<file path="config.mk">
export PLATFORM = sky130hd
export DESIGN_NAME = seg7_reader
export DESIGN_NICKNAME = d
export VERILOG_FILES = /design/src/rtl/seg7_pkg.sv /design/src/rtl/seg7_glyph_lut.sv /design/src/rtl/seg7_reader.sv
export SDC_FILE = /design/constraint.sdc
export NUM_CORES = 1
export LEC_CHECK = 0
export BUFFER_PORTS_ARGS = -buffer_cell sky130_fd_sc_hd__buf_2
export CORE_UTILIZATION = 45
export DETAILED_ROUTE_END_ITERATION = 12
export PLACE_DENSITY_LB_ADDON = 0.2
export SYNTH_ARGS = -nofsm -noshare
export SYNTH_HDL_FRONTEND = slang
export SYNTH_HIERARCHICAL = 1
export SYNTH_SLANG_ARGS = --single-unit
</file>
<file path="constraint.sdc">
create_clock -name clk -period 2.5 [get_ports clk]
set_input_delay 0.5 -clock clk [delete_from_list [all_inputs] [get_ports clk]]
set_output_delay 0.5 -clock clk [all_outputs]
set_load 0.02 [all_outputs]
</file>
<file path="src/rtl/seg7_pkg.sv">
// Shared definitions for the seven-segment pattern reader.
package seg7_pkg;

  localparam int unsigned SEG_W  = 7;
  localparam int unsigned CODE_W = 4;
  localparam int unsigned CNT_W  = 8;

  // Segment bit positions in the {g,f,e,d,c,b,a} bus; the decimal point sits above g.
  localparam int unsigned SEG_A  = 0;
  localparam int unsigned SEG_B  = 1;
  localparam int unsigned SEG_C  = 2;
  localparam int unsigned SEG_D  = 3;
  localparam int unsigned SEG_E  = 4;
  localparam int unsigned SEG_F  = 5;
  localparam int unsigned SEG_G  = 6;
  localparam int unsigned SEG_DP = 7;

  localparam logic [SEG_W-1:0] M_A = SEG_W'(1) << SEG_A;
  localparam logic [SEG_W-1:0] M_B = SEG_W'(1) << SEG_B;
  localparam logic [SEG_W-1:0] M_C = SEG_W'(1) << SEG_C;
  localparam logic [SEG_W-1:0] M_D = SEG_W'(1) << SEG_D;
  localparam logic [SEG_W-1:0] M_E = SEG_W'(1) << SEG_E;
  localparam logic [SEG_W-1:0] M_F = SEG_W'(1) << SEG_F;
  localparam logic [SEG_W-1:0] M_G = SEG_W'(1) << SEG_G;

  // Hex glyphs built from lit segments.
  localparam logic [SEG_W-1:0] GLYPH_0 = M_A | M_B | M_C | M_D | M_E | M_F;        // 3F
  localparam logic [SEG_W-1:0] GLYPH_1 = M_B | M_C;                                // 06
  localparam logic [SEG_W-1:0] GLYPH_2 = M_A | M_B | M_D | M_E | M_G;              // 5B
  localparam logic [SEG_W-1:0] GLYPH_3 = M_A | M_B | M_C | M_D | M_G;              // 4F
  localparam logic [SEG_W-1:0] GLYPH_4 = M_B | M_C | M_F | M_G;                    // 66
  localparam logic [SEG_W-1:0] GLYPH_5 = M_A | M_C | M_D | M_F | M_G;              // 6D
  localparam logic [SEG_W-1:0] GLYPH_6 = M_A | M_C | M_D | M_E | M_F | M_G;        // 7D
  localparam logic [SEG_W-1:0] GLYPH_7 = M_A | M_B | M_C;                          // 07
  localparam logic [SEG_W-1:0] GLYPH_8 = M_A | M_B | M_C | M_D | M_E | M_F | M_G;  // 7F
  localparam logic [SEG_W-1:0] GLYPH_9 = M_A | M_B | M_C | M_D | M_F | M_G;        // 6F
  localparam logic [SEG_W-1:0] GLYPH_A = M_A | M_B | M_C | M_E | M_F | M_G;        // 77
  localparam logic [SEG_W-1:0] GLYPH_B = M_C | M_D | M_E | M_F | M_G;              // 7C
  localparam logic [SEG_W-1:0] GLYPH_C = M_A | M_D | M_E | M_F;                    // 39
  localparam logic [SEG_W-1:0] GLYPH_D = M_B | M_C | M_D | M_E | M_G;              // 5E
  localparam logic [SEG_W-1:0] GLYPH_E = M_A | M_D | M_E | M_F | M_G;              // 79
  localparam logic [SEG_W-1:0] GLYPH_F = M_A | M_E | M_F | M_G;                    // 71

  typedef enum logic [1:0] {
    ST_IDLE   = 2'd0,
    ST_SETTLE = 2'd1,
    ST_LOCKED = 2'd2
  } state_e;

  typedef struct packed {
    logic [CODE_W-1:0] code;
    logic              dp;
    logic              blank;
    logic              err;
  } result_t;

endpackage

</file>
<file path="src/rtl/seg7_glyph_lut.sv">
// Combinational glyph-to-hex lookup with blank and unknown-pattern flags.
module seg7_glyph_lut
  import seg7_pkg::*;
(
  input  logic [SEG_W-1:0]  seg,
  output logic [CODE_W-1:0] code_c,
  output logic              blank_c,
  output logic              err_c
);

  // Match against the 16 glyphs; anything else is blank (all off) or an error.
  always_comb begin
    code_c  = '0;
    blank_c = 1'b0;
    err_c   = 1'b0;
    case (seg)
      GLYPH_0: code_c = 4'h0;
      GLYPH_1: code_c = 4'h1;
      GLYPH_2: code_c = 4'h2;
      GLYPH_3: code_c = 4'h3;
      GLYPH_4: code_c = 4'h4;
      GLYPH_5: code_c = 4'h5;
      GLYPH_6: code_c = 4'h6;
      GLYPH_7: code_c = 4'h7;
      GLYPH_8: code_c = 4'h8;
      GLYPH_9: code_c = 4'h9;
      GLYPH_A: code_c = 4'hA;
      GLYPH_B: code_c = 4'hB;
      GLYPH_C: code_c = 4'hC;
      GLYPH_D: code_c = 4'hD;
      GLYPH_E: code_c = 4'hE;
      GLYPH_F: code_c = 4'hF;
      default: begin
        blank_c = (seg == '0);
        err_c   = (seg != '0);
      end
    endcase
  end

endmodule

</file>
<file path="src/rtl/seg7_reader.sv">
// Debounced seven-segment reader: synchronizes the pins, waits for a stable
// pattern, decodes it once and holds the result until the consumer takes it.
module seg7_reader
  import seg7_pkg::*;
#(
  parameter int unsigned STABLE_CYCLES = 4
) (
  input  logic              clk,
  input  logic              reset,
  input  logic [SEG_W-1:0]  seg_in,
  input  logic              dp_in,
  input  logic              out_ready,
  input  logic              ovf_clr,
  output logic              out_valid,
  output logic [CODE_W-1:0] out_code,
  output logic              out_dp,
  output logic              out_blank,
  output logic              out_err,
  output logic              overflow
);

  localparam int unsigned SAMP_W = SEG_W + 1;

  logic [SAMP_W-1:0] samp_in_c;
  logic [SAMP_W-1:0] sync1_q;
  logic [SAMP_W-1:0] samp_q;
  logic [SAMP_W-1:0] hist_q;
  logic              changed_c;
  state_e            state_q, state_d;
  logic [CNT_W-1:0]  cnt_q, cnt_d;
  logic              emit_c;
  result_t           res_c;
  logic [CODE_W-1:0] lut_code_c;
  logic              lut_blank_c;
  logic              lut_err_c;

  // Pack pins into one sample word so dp changes restart settling too.
  always_comb begin
    samp_in_c                = '0;
    samp_in_c[SEG_G:SEG_A]   = seg_in;
    samp_in_c[SEG_DP]        = dp_in;
  end

  // Two-stage synchronizer plus one-cycle history of the synchronized sample.
  always_ff @(posedge clk) begin
    if (reset) begin
      sync1_q <= '0;
      samp_q  <= '0;
      hist_q  <= '0;
    end else begin
      sync1_q <= samp_in_c;
      samp_q  <= sync1_q;
      hist_q  <= samp_q;
    end
  end

  assign changed_c = (samp_q != hist_q);

  seg7_glyph_lut u_lut (
    .seg     (samp_q[SEG_G:SEG_A]),
    .code_c  (lut_code_c),
    .blank_c (lut_blank_c),
    .err_c   (lut_err_c)
  );

  always_comb begin
    res_c       = '0;
    res_c.code  = lut_code_c;
    res_c.dp    = samp_q[SEG_DP];
    res_c.blank = lut_blank_c;
    res_c.err   = lut_err_c;
  end

  // FSM state and stability counter register.
  always_ff @(posedge clk) begin
    if (reset) begin
      state_q <= ST_IDLE;
      cnt_q   <= '0;
    end else begin
      state_q <= state_d;
      cnt_q   <= cnt_d;
    end
  end

  // Next-state: count unchanged samples, emit once when the count is complete.
  // The reset value of the sample register counts as the first sample.
  always_comb begin
    state_d = state_q;
    cnt_d   = cnt_q;
    emit_c  = 1'b0;
    case (state_q)
      ST_IDLE: begin
        state_d = ST_SETTLE;
        cnt_d   = CNT_W'(1);
      end
      ST_SETTLE: begin
        if (changed_c) begin
          cnt_d = CNT_W'(1);
        end else if (cnt_q == CNT_W'(STABLE_CYCLES)) begin
          emit_c  = 1'b1;
          state_d = ST_LOCKED;
        end else begin
          cnt_d = cnt_q + CNT_W'(1);
        end
      end
      ST_LOCKED: begin
        if (changed_c) begin
          state_d = ST_SETTLE;
          cnt_d   = CNT_W'(1);
        end
      end
      default: begin
        state_d = ST_IDLE;
        cnt_d   = '0;
      end
    endcase
  end

  // Result holding register; an emission onto an unaccepted result is dropped
  // and flagged, and a drop outranks a same-cycle overflow clear.
  always_ff @(posedge clk) begin
    if (reset) begin
      out_valid <= 1'b0;
      out_code  <= '0;
      out_dp    <= 1'b0;
      out_blank <= 1'b0;
      out_err   <= 1'b0;
      overflow  <= 1'b0;
    end else begin
      if (ovf_clr) begin
        overflow <= 1'b0;
      end
      if (emit_c) begin
        if (!out_valid || out_ready) begin
          out_valid <= 1'b1;
          out_code  <= res_c.code;
          out_dp    <= res_c.dp;
          out_blank <= res_c.blank;
          out_err   <= res_c.err;
        end else begin
          overflow <= 1'b1;
        end
      end else if (out_valid && out_ready) begin
        out_valid <= 1'b0;
      end
    end
  end

endmodule

</file>
==> results.sh <==
export IMPL_criticalPathCategory="reg -> reg"
export IMPL_numCtsBuffers=5
export IMPL_drc_errors=2
export IMPL_antenna_cells=0
export IMPL_fin_skew_ps=5.767
export IMPL_cp_max_fo=9
export IMPL_core_area_um2=4444
export IMPL_yosys_cell_types_count=55
export IMPL_cts_resized=0
export IMPL_fin_crit_ps=2054
export IMPL_nets=259
export IMPL_clockBufferDepth=2
export IMPL_vias=1733
export IMPL_syn_avg_cell_area_um2=9.477
export IMPL_power_mw=1.308
export IMPL_setup_viol=0
export IMPL_holdWs_ps=409.5
export IMPL_critPathMaxStageDelay_ps=610
export IMPL_violations="design-rule violations"
export IMPL_rsz0062_at_grt="false"
export IMPL_cts_setup_buffers=0
export IMPL_layout_common_cells="43 x dfxtp_1, 26 x nor2b_1, 20 x buf_2"
export IMPL_synth_cells=223
export IMPL_vias_per_cell=5.815
export IMPL_outcome="finished with violations"
export IMPL_worst_pin_slew_ps=650.1
export IMPL_place_congestion=0.8196
export IMPL_cts_sinks=43
export IMPL_overflow=0
export IMPL_path_cells="xor2_1, or4_4, or3_1, nor4_4"
export IMPL_cts_hold_buffers=0
export IMPL_drv_slew=0
export IMPL_rows=24
export IMPL_antenna_found_initial=0
export IMPL_ant_nets=0
export IMPL_cap_violations=0
export IMPL_leakagePower_nw=0.9121
export IMPL_finalHoldViolations=0
export IMPL_placedCellCount=290
export IMPL_ys_warnings_count=6
export IMPL_cts_root_buffer="clkbuf_8"
export IMPL_tns_ps=0
export IMPL_syn_to_final_growth_pct=11.60
export IMPL_grt_usage_pct=18.82
export IMPL_clock_latency_ps=300
export IMPL_start_util_pct=47.55
export IMPL_grt_pass1_wl_um=7410
export IMPL_final_common_cell="dfxtp_1"
export IMPL_die_w_um=70.53
export IMPL_synth_area_leaders="dfxtp_1 41%, nor2b_1 7.7%, a21oi_1 3.8%"
export IMPL_clkTransAtPathRegs_ps=90
export IMPL_crit_slowest_cell="or4_4"
export IMPL_wirelength_um=4376
export IMPL_layoutNonFillerInstCount=298
export IMPL_crit_buf_inv=0
export IMPL_cp_top_family="simple AND/OR/NAND/NOR gates"
export IMPL_wl_per_cell_um=14.68
export IMPL_cts_tree="done"
export IMPL_die_area_um2=4974
export IMPL_dp_hpwl_um=2964
export IMPL_powerDensity_nw_per_um2=554.8
export IMPL_cp_arrival_ps=2270
export IMPL_synth_edf_count=0
export IMPL_drt_iter0_drc=221
export IMPL_synth_fp_nets=237
export IMPL_first_pass_iters=8
export IMPL_crit_path_end_kind="flop"
export IMPL_synth_area_um2=2113
export IMPL_clock_fmax_mhz=486.9
export IMPL_min_delay_path_class="in -> reg"
export IMPL_die_h_um=70.53
export IMPL_ys_flop_type="dfxtp_1"
export IMPL_postSynth_asyncResetShare_pct=0
export IMPL_io_pins=21
export IMPL_drive_gt1_share_pct=21.95
export IMPL_synth_top_area_cell="dfxtp_1"
export IMPL_synth_ff_latch_count=43
export IMPL_critPathRequiredTime_ps=2710
export IMPL_numPortBuffers=20
export IMPL_grt_max_degree=23
export IMPL_yosysSeqAreaShare_pct=40.73
export IMPL_h_tree_depth=2
export IMPL_fin_crit_sh_pct=82.16
export IMPL_synth_top_area_share_pct=40.73
export IMPL_cp_start_kind="flop"
export IMPL_slew_limit_headroom_pct=56.57
export IMPL_ir_worst_vdd_mv=0.2674
export IMPL_grt_pass1_vias=1541
## report_power, final
| part | internal (mW) | leakage, nW | switching [mW] | total (mW) |
|---|---|---|---|---|
| combinational | 0.0633 | 0.521 | 0.0906 | 0.154 |
| clock | 0.194 | 0.0402 | 0.248 | 0.442 |
| sequential | 0.702 | 0.351 | 0.00994 | 0.712 |
| total | 0.960 | 0.912 | 0.348 | 1.31 |
## metrics by stage
stage | setup slack, ps | util (%) | area, um^2
finish | 446.0 | 53.07 | 2359
global route | 308.3 | 53.07 | 2359
CTS | 436.4 | 53.07 | 2359
detailed placement | 438.1 | 51.07 | 2270
global placement | 497.5 | 51.07 | 2270
floorplan | 550.4 | - | 2113
## cell families (layout without fill, tap and decap cells)
logic type,Yosys count,in the layout,share of synthesized area [%]
flops,43,43,40.73
fa+ha+maj,2,2,1.184
compound gates,51,51,17.88
mux,2,2,0.9473
buf+inv,21,44,5.387
simple gates,95,95,30.14
xor+xnor,9,9,3.730
## state kept, by name, indices dropped and copies added, names as in the netlist
register	cells
hist_q	8
out_valid	1
overflow	1
out_code	4
out_err	1
cnt_q	8
out_blank	1
out_dp	1
sync1_q	8
samp_q	8
state_q	2
## cell type report
cell class	instances	area, um^2
clock buffers	5	68.82
well taps	52	65.06
multi-input cells	159	1139
flip-flops and latches	43	860.8
fillers	429	2086
repair buffers	32	190.2
inverters	4	15.01
clock inverters	3	20.02
## routing by layer
metal / up-vias / part of all wire [%] / track usage (%)
li1: 868 / - / -
met5: - / 0 / 0
met4: 0 / 1.4 / 6.222
met2: 40 / 44 / 28.91
met1: 819 / 50 / 26.59
met3: 6 / 3.8 / 3.846
## worst paths after layout
kind                            slack [ps]                   from  cells past startpoint               endpoint
worst max-delay path                   450   hist_q[5]$_SDFF_PP0_                      4  cnt_q[2]$_SDFFE_PP0P_
worst max register to register         450   hist_q[5]$_SDFF_PP0_                      4  cnt_q[2]$_SDFFE_PP0P_
worst min register to register         440  sync1_q[3]$_SDFF_PP0_                      1   samp_q[3]$_SDFF_PP0_
worst min-delay path                   410              seg_in[6]                      2  sync1_q[6]$_SDFF_PP0_
## synth_stat cells, types with 2 or more instances
master / count
nand2b_1: 5
mux2i_1: 2
nand3_1: 8
o21ai_0: 3
o41ai_1: 6
clkbuf_1: 9
nor2_1: 8
nand2_1: 8
a21o_1: 2
ha_1: 2
a311oi_2: 3
nor2b_1: 26
or3_1: 2
nor4_1: 3
nor4b_2: 2
and3_1: 2
a311o_1: 2
a31oi_1: 4
buf_6: 3
a41oi_1: 2
buf_4: 3
nand3b_1: 3
or3b_2: 2
nand4_1: 10
inv_1: 4
nor4_4: 2
o22ai_1: 2
or4_1: 3
a21oi_1: 16
xor2_1: 9
dfxtp_1: 43
Note: power is estimated with default switching activity, not from simulation.
